**config.mk**
```make
export PLATFORM = sky130hd
export DESIGN_NAME = serial_subtractor_fsm
export DESIGN_NICKNAME = d
export VERILOG_FILES = /design/src/rtl/subtractor_pkg.sv /design/src/rtl/full_subtractor_dataflow.sv /design/src/rtl/serial_subtractor_fsm.sv
export SDC_FILE = /design/constraint.sdc
export NUM_CORES = 1
export LEC_CHECK = 0
export ABC_CLOCK_PERIOD_IN_PS = 1700
export CAP_MARGIN = 10
export CORE_MARGIN = 3
export CORE_UTILIZATION = 46
export DETAILED_ROUTE_END_ITERATION = 7
export HOLD_SLACK_MARGIN = 0.02
export MAX_ROUTING_LAYER = met4
export PLACE_DENSITY_LB_ADDON = 0.2
export SETUP_SLACK_MARGIN = 0.15
export SLEW_MARGIN = 0
export SYNTH_ARGS = -nofsm -noshare
export SYNTH_HDL_FRONTEND = slang
export SYNTH_HIERARCHICAL = 1
export SYNTH_SLANG_ARGS = --single-unit
export TNS_END_PERCENT = 5
```
**constraint.sdc**
```tcl
create_clock -name clk -period 1.7 [get_ports clk]
set_input_delay 0.34 -clock clk [delete_from_list [all_inputs] [get_ports clk]]
set_output_delay 0.34 -clock clk [all_outputs]
set_load 0.02 [all_outputs]
```
**src/rtl/subtractor_pkg.sv**
```systemverilog
// Shared definitions for the bit-serial subtractor: FSM state codes and their width.
// Imported by the serial subtractor top level.
package subtractor_pkg;

    localparam int ST_W = 2;

    localparam logic [ST_W-1:0] ST_IDLE = 2'd0;
    localparam logic [ST_W-1:0] ST_RUN  = 2'd1;
    localparam logic [ST_W-1:0] ST_DONE = 2'd2;

    typedef enum logic [ST_W-1:0] {
        S_IDLE = ST_IDLE,
        S_RUN  = ST_RUN,
        S_DONE = ST_DONE
    } state_t;

endpackage

```
**src/rtl/full_subtractor_dataflow.sv**
```systemverilog
// One-bit full subtractor cell: diff = x - y - b_in, with borrow out.
// Purely combinational; the serial top level reuses it once per bit.
module full_subtractor_dataflow (
    input  logic x,
    input  logic y,
    input  logic b_in,
    output logic diff,
    output logic b_out
);

    assign diff  = x ^ y ^ b_in;
    assign b_out = (~x & y) | (~(x ^ y) & b_in);

endmodule

```
**src/rtl/serial_subtractor_fsm.sv**
```systemverilog
// Bit-serial WIDTH-bit subtractor (diff = x - y - b_in), LSB first through a single cell.
// A start/ready/done handshake launches one operation every WIDTH+2 cycles.
module serial_subtractor_fsm
    import subtractor_pkg::*;
#(
    parameter int WIDTH = 8
) (
    input  logic             clk,
    input  logic             rst,
    input  logic             start,
    input  logic [WIDTH-1:0] x,
    input  logic [WIDTH-1:0] y,
    input  logic             b_in,
    output logic             ready,
    output logic             busy,
    output logic             done,
    output logic [WIDTH-1:0] diff,
    output logic             b_out,
    output logic             ovf
);

    localparam int              CNT_W    = $clog2(WIDTH);
    localparam logic [CNT_W-1:0] LAST_BIT = CNT_W'(WIDTH - 1);

    state_t             r_state;
    logic [WIDTH-1:0]   r_x_sr;
    logic [WIDTH-1:0]   r_y_sr;
    logic [WIDTH-1:0]   r_diff_sr;
    logic [CNT_W-1:0]   r_cnt;
    logic               r_borrow;
    logic               r_ready;
    logic               r_busy;
    logic               r_done;
    logic [WIDTH-1:0]   r_diff;
    logic               r_b_out;
    logic               r_ovf;

    logic               w_d;
    logic               w_bo;
    logic               w_b_msb;
    logic [WIDTH-1:0]   w_diff_next;

    full_subtractor_dataflow u_cell (
        .x     (r_x_sr[0]),
        .y     (r_y_sr[0]),
        .b_in  (r_borrow),
        .diff  (w_d),
        .b_out (w_bo)
    );

    // On the final bit the borrow register holds the borrow into the MSB.
    assign w_b_msb     = r_borrow;
    assign w_diff_next = {w_d, r_diff_sr[WIDTH-1:1]};

    always_ff @(posedge clk or posedge rst) begin
        if (rst) begin
            r_state   <= S_IDLE;
            r_x_sr    <= '0;
            r_y_sr    <= '0;
            r_diff_sr <= '0;
            r_cnt     <= '0;
            r_borrow  <= 1'b0;
            r_ready   <= 1'b1;
            r_busy    <= 1'b0;
            r_done    <= 1'b0;
            r_diff    <= '0;
            r_b_out   <= 1'b0;
            r_ovf     <= 1'b0;
        end else begin
            case (r_state)
                S_IDLE: begin
                    if (start) begin
                        r_x_sr    <= x;
                        r_y_sr    <= y;
                        r_borrow  <= b_in;
                        r_diff_sr <= '0;
                        r_cnt     <= '0;
                        r_ready   <= 1'b0;
                        r_busy    <= 1'b1;
                        r_state   <= S_RUN;
                    end
                end
                S_RUN: begin
                    r_x_sr    <= r_x_sr >> 1;
                    r_y_sr    <= r_y_sr >> 1;
                    r_diff_sr <= w_diff_next;
                    r_borrow  <= w_bo;
                    if (r_cnt == LAST_BIT) begin
                        r_diff  <= w_diff_next;
                        r_b_out <= w_bo;
                        r_ovf   <= w_b_msb ^ w_bo;
                        r_busy  <= 1'b0;
                        r_done  <= 1'b1;
                        r_state <= S_DONE;
                    end else begin
                        r_cnt <= r_cnt + 1'b1;
                    end
                end
                S_DONE: begin
                    r_done  <= 1'b0;
                    r_ready <= 1'b1;
                    r_state <= S_IDLE;
                end
                default: begin
                    r_ready <= 1'b1;
                    r_busy  <= 1'b0;
                    r_done  <= 1'b0;
                    r_state <= S_IDLE;
                end
            endcase
        end
    end

    assign ready = r_ready;
    assign busy  = r_busy;
    assign done  = r_done;
    assign diff  = r_diff;
    assign b_out = r_b_out;
    assign ovf   = r_ovf;

endmodule

```
==> results of run 1 <==
what timing repair did:
item,4_1_cts,5_1_grt
setup buffers,0,4
gates cloned,0,1
pin swaps,0,1
gates resized for setup,1,4
setup endpoints to repair,22,44
Yosys cell counts:
| master | n |
|---|---|
| a211oi_1 | 7 |
| a21oi_1 | 2 |
| a22o_1 | 12 |
| buf_2 | 3 |
| buf_4 | 2 |
| buf_6 | 3 |
| clkbuf_1 | 4 |
| dfrtp_1 | 41 |
| dfstp_2 | 1 |
| fa_1 | 1 |
| ha_1 | 2 |
| inv_1 | 8 |
| mux2_2 | 10 |
| nand2_1 | 8 |
| nand2b_1 | 3 |
| nand3b_1 | 1 |
| nor2_1 | 33 |
| nor2b_1 | 1 |
| nor3_1 | 7 |
| o211ai_1 | 1 |
| o21ai_0 | 3 |
| o21ba_2 | 1 |
| o21bai_1 | 1 |
| o2bb2ai_1 | 1 |
| o32ai_1 | 6 |
| o32ai_2 | 2 |
| or2_1 | 1 |
| xnor2_1 | 1 |
kinds of logic after synthesis:
family	count (synthesis)
xor gates and xnor gates	1
adders and majority gates	3
and+or+nand+nor	54
muxes	10
DFF	42
AOI/OAI and AO/OA	36
buffers and inverters	20
through the flow:
step	total power (W)	TNS [ns]	utilization	hold slack, ns
after global placement	0.003394	-0.4381	0.5916	0.4448
after global routing	0.004565	0	0.6354	0.4265
after detailed placement	0.003492	-1.588	0.5916	0.4538
after floorplan	0.002937	0	-	0.4505
after CTS	0.004162	0	0.6165	0.4078
final	0.004224	0	0.6354	0.4042
power groups by stage:
stage / Combinational [W] / Sequential [W] / Clock (W)
global placement: 0.00165 / 0.00174 / 0
detailed placement: 0.00172 / 0.00177 / 0
floorplan: 0.00110 / 0.00184 / 0
finish: 0.00181 / 0.00176 / 0.000661
CTS: 0.00172 / 0.00176 / 0.000682
global route: 0.00201 / 0.00182 / 0.000733
worst register-to-register path, cell delays in order (launching register included):
cell and delay, ns:
dfrtp_1 0.42, ha_2 0.20, ha_4 0.16, nand3b_1 0.19, clkbuf_16 0.19, mux2_2 0.32
registers in the layout, indices dropped and copies added, names as in the netlist:
register and flops:
r_x_sr 8, r_diff_sr 7, r_borrow 1, r_state 2, busy 1, diff 8
done 1, r_cnt 3, ready 1, r_y_sr 8, ovf 1, b_out 1
per-layer routing:
metal  vias up  part of all wire
li1        654                 -
met1       691              0.45
met2        28              0.50
met3         7             0.033
met4         0             0.020
met5         -                 0
cell usage in the layout, fill, tap and decap left out, types with 2 or more instances in the layout:
cell and n:
a211oi_1 7, a21oi_1 2, a22o_1 12, buf_12 2, buf_4 8, clkbuf_8 6, clkdlybuf4s50_1 31, dfrtp_1 41
inv_1 8, mux2_2 9, nand2_1 8, nand2b_1 3, nor2_1 33, nor3_1 7, o21ai_0 3, o32ai_1 6
o32ai_2 2
area by class of cell:
| class | instances | area share |
|---|---|---|
| clock inverters | 2 | 0.005222 |
| inverters | 8 | 0.01253 |
| flip-flops and latches | 42 | 0.4392 |
| multi-input cells | 104 | 0.2982 |
| well taps | 48 | 0.02507 |
| repair buffers | 43 | 0.1854 |
| clock buffers | 6 | 0.03446 |
worst paths after layout:
kind,startpoint,to,slack (ns),cells past startpoint
worst max-delay path,b_out,b_out,0.1,1
worst min-delay path,rst,r_cnt[0],0.40,3
worst max register to register,r_cnt[0],diff[2],0.11,5
worst min register to register,ready,ready,0.46,2
max in group asynchronous,rst,ready,1.05,3
min in group clk,ready,ready,0.46,2
==> results.yml, run 1 <==
final_layout:
  antenna_cells: 0
  nets: 227
  area_growth_pct: 29.04
  multi_input_area_um2: 714.4
  fillCellCount: 300
  final_cell_area_mm2: 0.002396
  final_cells: 253
  drive_gt1_frac: 0.1756
  seqCellArea_mm2: 0.001052
die:
  die_y_um: 69.54
  start_util: 0.4924
  rows: 22
  die_w_um: 69.54
  coreArea_mm2: 0.003771
  die_area_mm2: 0.004835
  top_level_ports: 33
route:
  antenna_left: 0
  wire_per_inst_um: 14.79
  dr.first_iter.drc_count: 99
  num_vias: 1380
  routed_via_density: 5.455
  firstDrtPassIters: 4
  post-route-drc-count: 0
  routed_wl_um: 3743
sta:
  grt_setup_unrepaired: "true"
  setup_ws_ns: 0.09628
  max_freq_mhz: 623.6
  setup_viol: 0
  worst_slew_pin_slew_ns: 0.7931
  fin_crit_ns: 1.604
  fin_crit_sh: 0.9434
  finalHoldViolCount: 0
  relSlewSlack: 0.4702
  slew_violations: 0
  clock_skew_ns: 0.008741
logic_synthesis:
  synth_cell_types: 28
  synth_mux_area_frac: 0.06065
  synth_top_area_cell: "dfrtp_1"
  synth_area_leaders: "dfrtp_1 55%, nor2_1 6.7%, mux2_2 6.1%"
  synth_xor_area_frac: 0.004717
  synthSimpleGateAreaFrac: 0.1226
  synth_warnings: 6
  synth_top_family_by_area: "compound AO/OA/AOI/OAI gates"
  synthesis.nets: 189
  avgSynthCellArea_um2: 11.19
  post-synth-top-area-fraction: 0.5526
  syn_area_mm2: 0.001857
  seq_area_frac_synth: 0.5667
  synth_adder_area_share: 0.02426
  ys_ff_latch: 42
  synth-compound-area-share: 0.1624
  synthCells: 166
global_routing:
  first_global_vias: 1411
  use_met2: 0.2754
  use_met1: 0.2027
  grt.total_usage: 0.1720
  antenna_found_initial: 0
  grt_util_met3: 0.05072
  grt_pass1_wl_um: 6458
  busiest_layer: "met2"
  grt_overflow_total: 0
  grt_max_degree: 43
place:
  place_hpwl_um: 2522
  dpl_worst_slack_ns: -0.1345
  port_buffers: 32
  dpl_cell_area_mm2: 0.002231
  finalWeightedCongestion: 0.7896
  dp.cells: 240
run:
  cap_violations: 0
power:
  power.density_mw_per_mm2: 1763
  p_clk_frac: 0.157
  vdd_drop_max_mv: 0.7347
  seq_power_share: 0.416
  power_switching_share: 0.3555
  internal-power_w: 0.002722
  p_leak_nw: 1.075
  p_sw_w: 0.001502
  p_comb_frac: 0.427
setup_path:
  worstPathArrival_ns: 1.26
  critPathRequiredTime_ns: 1.36
  path_buf_inv: 1
  cp-start-kind: "flip-flop"
  path_delay_family: "buffers and inverters"
  worstPathMaxFanout: 2
  cpMaxStageDelayCell: "clkdlybuf4s50_1"
  worstSetupEndpointType: "output port"
  worstPathCellList: "clkdlybuf4s50_1"
  critical_path.max_stage_delay_ns: 0.61
  crit_type: "reg2out"
clock_tree:
  cts_root_buf: "clkbuf_8"
  clockBufferDepth: 2
  ctsHoldBuffers: 0
  htreeDepth: 2
  clock_latency_ns: 0.29
  clkSinkCount: 42
  cts_buffers: 5
  clkTransAtPathRegs_ns: 0.08
  cts_tree: "done"
hold_path:
  min_path_type: "in2async"
run_status:
  status: "complete, no violations"
No activity file was read; power rests on OpenSTA's default activity.
==> run 2, diff against run 1 <==
--- a/config.mk
+++ b/config.mk
@@ -7,7 +7,7 @@
 export LEC_CHECK = 0
 export ABC_CLOCK_PERIOD_IN_PS = 1700
 export CAP_MARGIN = 10
-export CORE_MARGIN = 3
+export CORE_MARGIN = 1
 export CORE_UTILIZATION = 46
 export DETAILED_ROUTE_END_ITERATION = 7
 export HOLD_SLACK_MARGIN = 0.02
==> results.yml, run 2 (synthesis gave the netlist of run 1 again) <==
run_status:
  status: "complete, no violations"
route:
  routed_wl_um: 3568
  dr.first_iter.drc_count: 94
  wire_per_inst_um: 14.45
  firstDrtPassIters: 4
  post-route-drc-count: 0
  antenna_left: 0
  num_vias: 1338
  routed_via_density: 5.417
clock_tree:
  cts_resized: 1
  clkSinkCount: 42
  cts_buffers: 5
  cts_tree: "done"
  postCtsSetupRepairBufs: 0
  clock_latency_ns: 0.30
  cts_root_buf: "clkbuf_8"
  clkTransAtPathRegs_ns: 0.08
  clockBufferDepth: 2
  ctsHoldBuffers: 0
  htreeDepth: 2
die:
  coreArea_mm2: 0.003771
  die_area_mm2: 0.004295
  start_util: 0.4924
  rows: 22
  die_w_um: 65.54
  die_y_um: 65.54
  top_level_ports: 33
global_routing:
  use_met2: 0.3209
  grt.total_usage: 0.2068
  grt_overflow_total: 0
  grt_max_degree: 43
  grt_pass1_wl_um: 6361
  busiest_layer: "met2"
  use_met1: 0.2554
  grt_util_met3: 0.04167
  first_global_vias: 1413
  antenna_found_initial: 0
place:
  port_buffers: 32
  dp.cells: 239
  place_hpwl_um: 2501
  finalWeightedCongestion: 0.7338
final_layout:
  final_core_util: 0.6145
  final_cell_mix: "41 x dfrtp_1, 33 x nor2_1, 31 x clkdlybuf4s50_1, 12 x a22o_1, 10 x mux2_2"
  layout_commonest_cell: "dfrtp_1"
  area_growth_pct: 24.80
  drive_gt1_frac: 0.1407
  nets: 221
  antenna_cells: 0
  final_cells: 247
power:
  power.density_mw_per_mm2: 1771
  p_clk_frac: 0.162
  p_comb_frac: 0.412
  p_leak_nw: 1.037
  p_sw_w: 0.001466
  power_switching_share: 0.3571
  vdd_drop_max_mv: 0.7200
  p_total_w: 0.004104
  internal-power_w: 0.002638
  seq_power_share: 0.426
setup_path:
  worstPathArrival_ns: 1.79
  worstSetupEndpointType: "flip-flop"
  critPathRequiredTime_ns: 1.88
  crit_type: "reg2reg"
  r2r_slack_ns: 0.09
  r2r-end: "diff[4]"
  cp-start-kind: "flip-flop"
  reg2reg_from: "r_cnt[0]"
  reg2regPathDepth: 5
  worstPathMaxFanout: 12
sta:
  worst_slew_pin_slew_ns: 0.5885
  relSlewSlack: 0.6077
  max_freq_mhz: 622.4
  fin_crit_ns: 1.607
  grt_setup_unrepaired: "true"
  tns_ns: 0
  setup_viol: 0
  fin_crit_sh: 0.9451
  clock_skew_ns: 0.007621
  slew_violations: 0
  finalHoldViolCount: 0
run:
  cap_violations: 0
hold_path:
  min_path_type: "in2async"
## run 2: changes by cell type in the layout (fill, tap and decap cells not counted), sizes merged
cell      delta
buf          -5
clkinvlp     -1
## run 2: power groups by stage
stage	Clock (W)	Sequential [W]	Combinational [W]
after detailed placement	0	0.00177	0.00171
after CTS	0.000675	0.00175	0.00171
after floorplan	0	0.00184	0.00110
after global placement	0	0.00174	0.00164
final	0.000663	0.00175	0.00169
after global routing	0.000722	0.00181	0.00189
## run 2: worst max-delay path: stages, from the launching register on
cell      delay, ns
dfrtp_1        0.41
ha_1           0.22
ha_2           0.22
nand3b_1       0.14
buf_12         0.15
mux2_2         0.33
## run 2: area by class of cell
type | count | area [um2]
Clock buffer | 7 | 86.33
Inverter | 8 | 30.03
Sequential cell | 42 | 1052
Timing Repair Buffer | 37 | 381.6
Fill cell | 318 | 1454
Tap cell | 48 | 60.06
Multi-Input combinational cell | 104 | 701.9
Clock inverter | 1 | 5.005
## run 2: through the flow
step | instance area, um2 | setup WS (ns) | hold WS (ns)
after floorplan | 1866 | 0.1884 | 0.4505
after CTS | 2313 | 0.08415 | 0.4121
after detailed placement | 2223 | -0.1907 | 0.4547
final | 2317 | 0.09335 | 0.3957
after global routing | 2317 | 0.03577 | 0.4373
after global placement | 2223 | -0.05376 | 0.4450
## run 2: layer usage
layer | share of wire | routed length (um) | vias to the layer above
met5 | 0 | 0 | -
met4 | 0.013 | 46 | 0
met3 | 0.053 | 190 | 5
met2 | 0.50 | 1797 | 33
met1 | 0.43 | 1534 | 659
li1 | - | - | 641
## run 2: how the worst max path moves through the flow
stage / to / start
2_1_floorplan: b_out / r_cnt[0]
3_3_place_gp: r_diff_sr[6] / start
3_5_place_dp: r_cnt[2] / start
4_1_cts: diff[4] / diff[4]
5_1_grt: diff[0] / r_cnt[0]
6_report: diff[4] / r_cnt[0]
==> run 3, diff against run 2 <==
--- a/config.mk
+++ b/config.mk
@@ -10,6 +10,7 @@
 export CORE_MARGIN = 1
 export CORE_UTILIZATION = 46
 export DETAILED_ROUTE_END_ITERATION = 7
+export GPL_ROUTABILITY_DRIVEN = 0
 export HOLD_SLACK_MARGIN = 0.02
 export MAX_ROUTING_LAYER = met4
 export PLACE_DENSITY_LB_ADDON = 0.2
==> results of run 3 <==
Same layout as run 2: the final DEF is identical, and so are final timing and power.
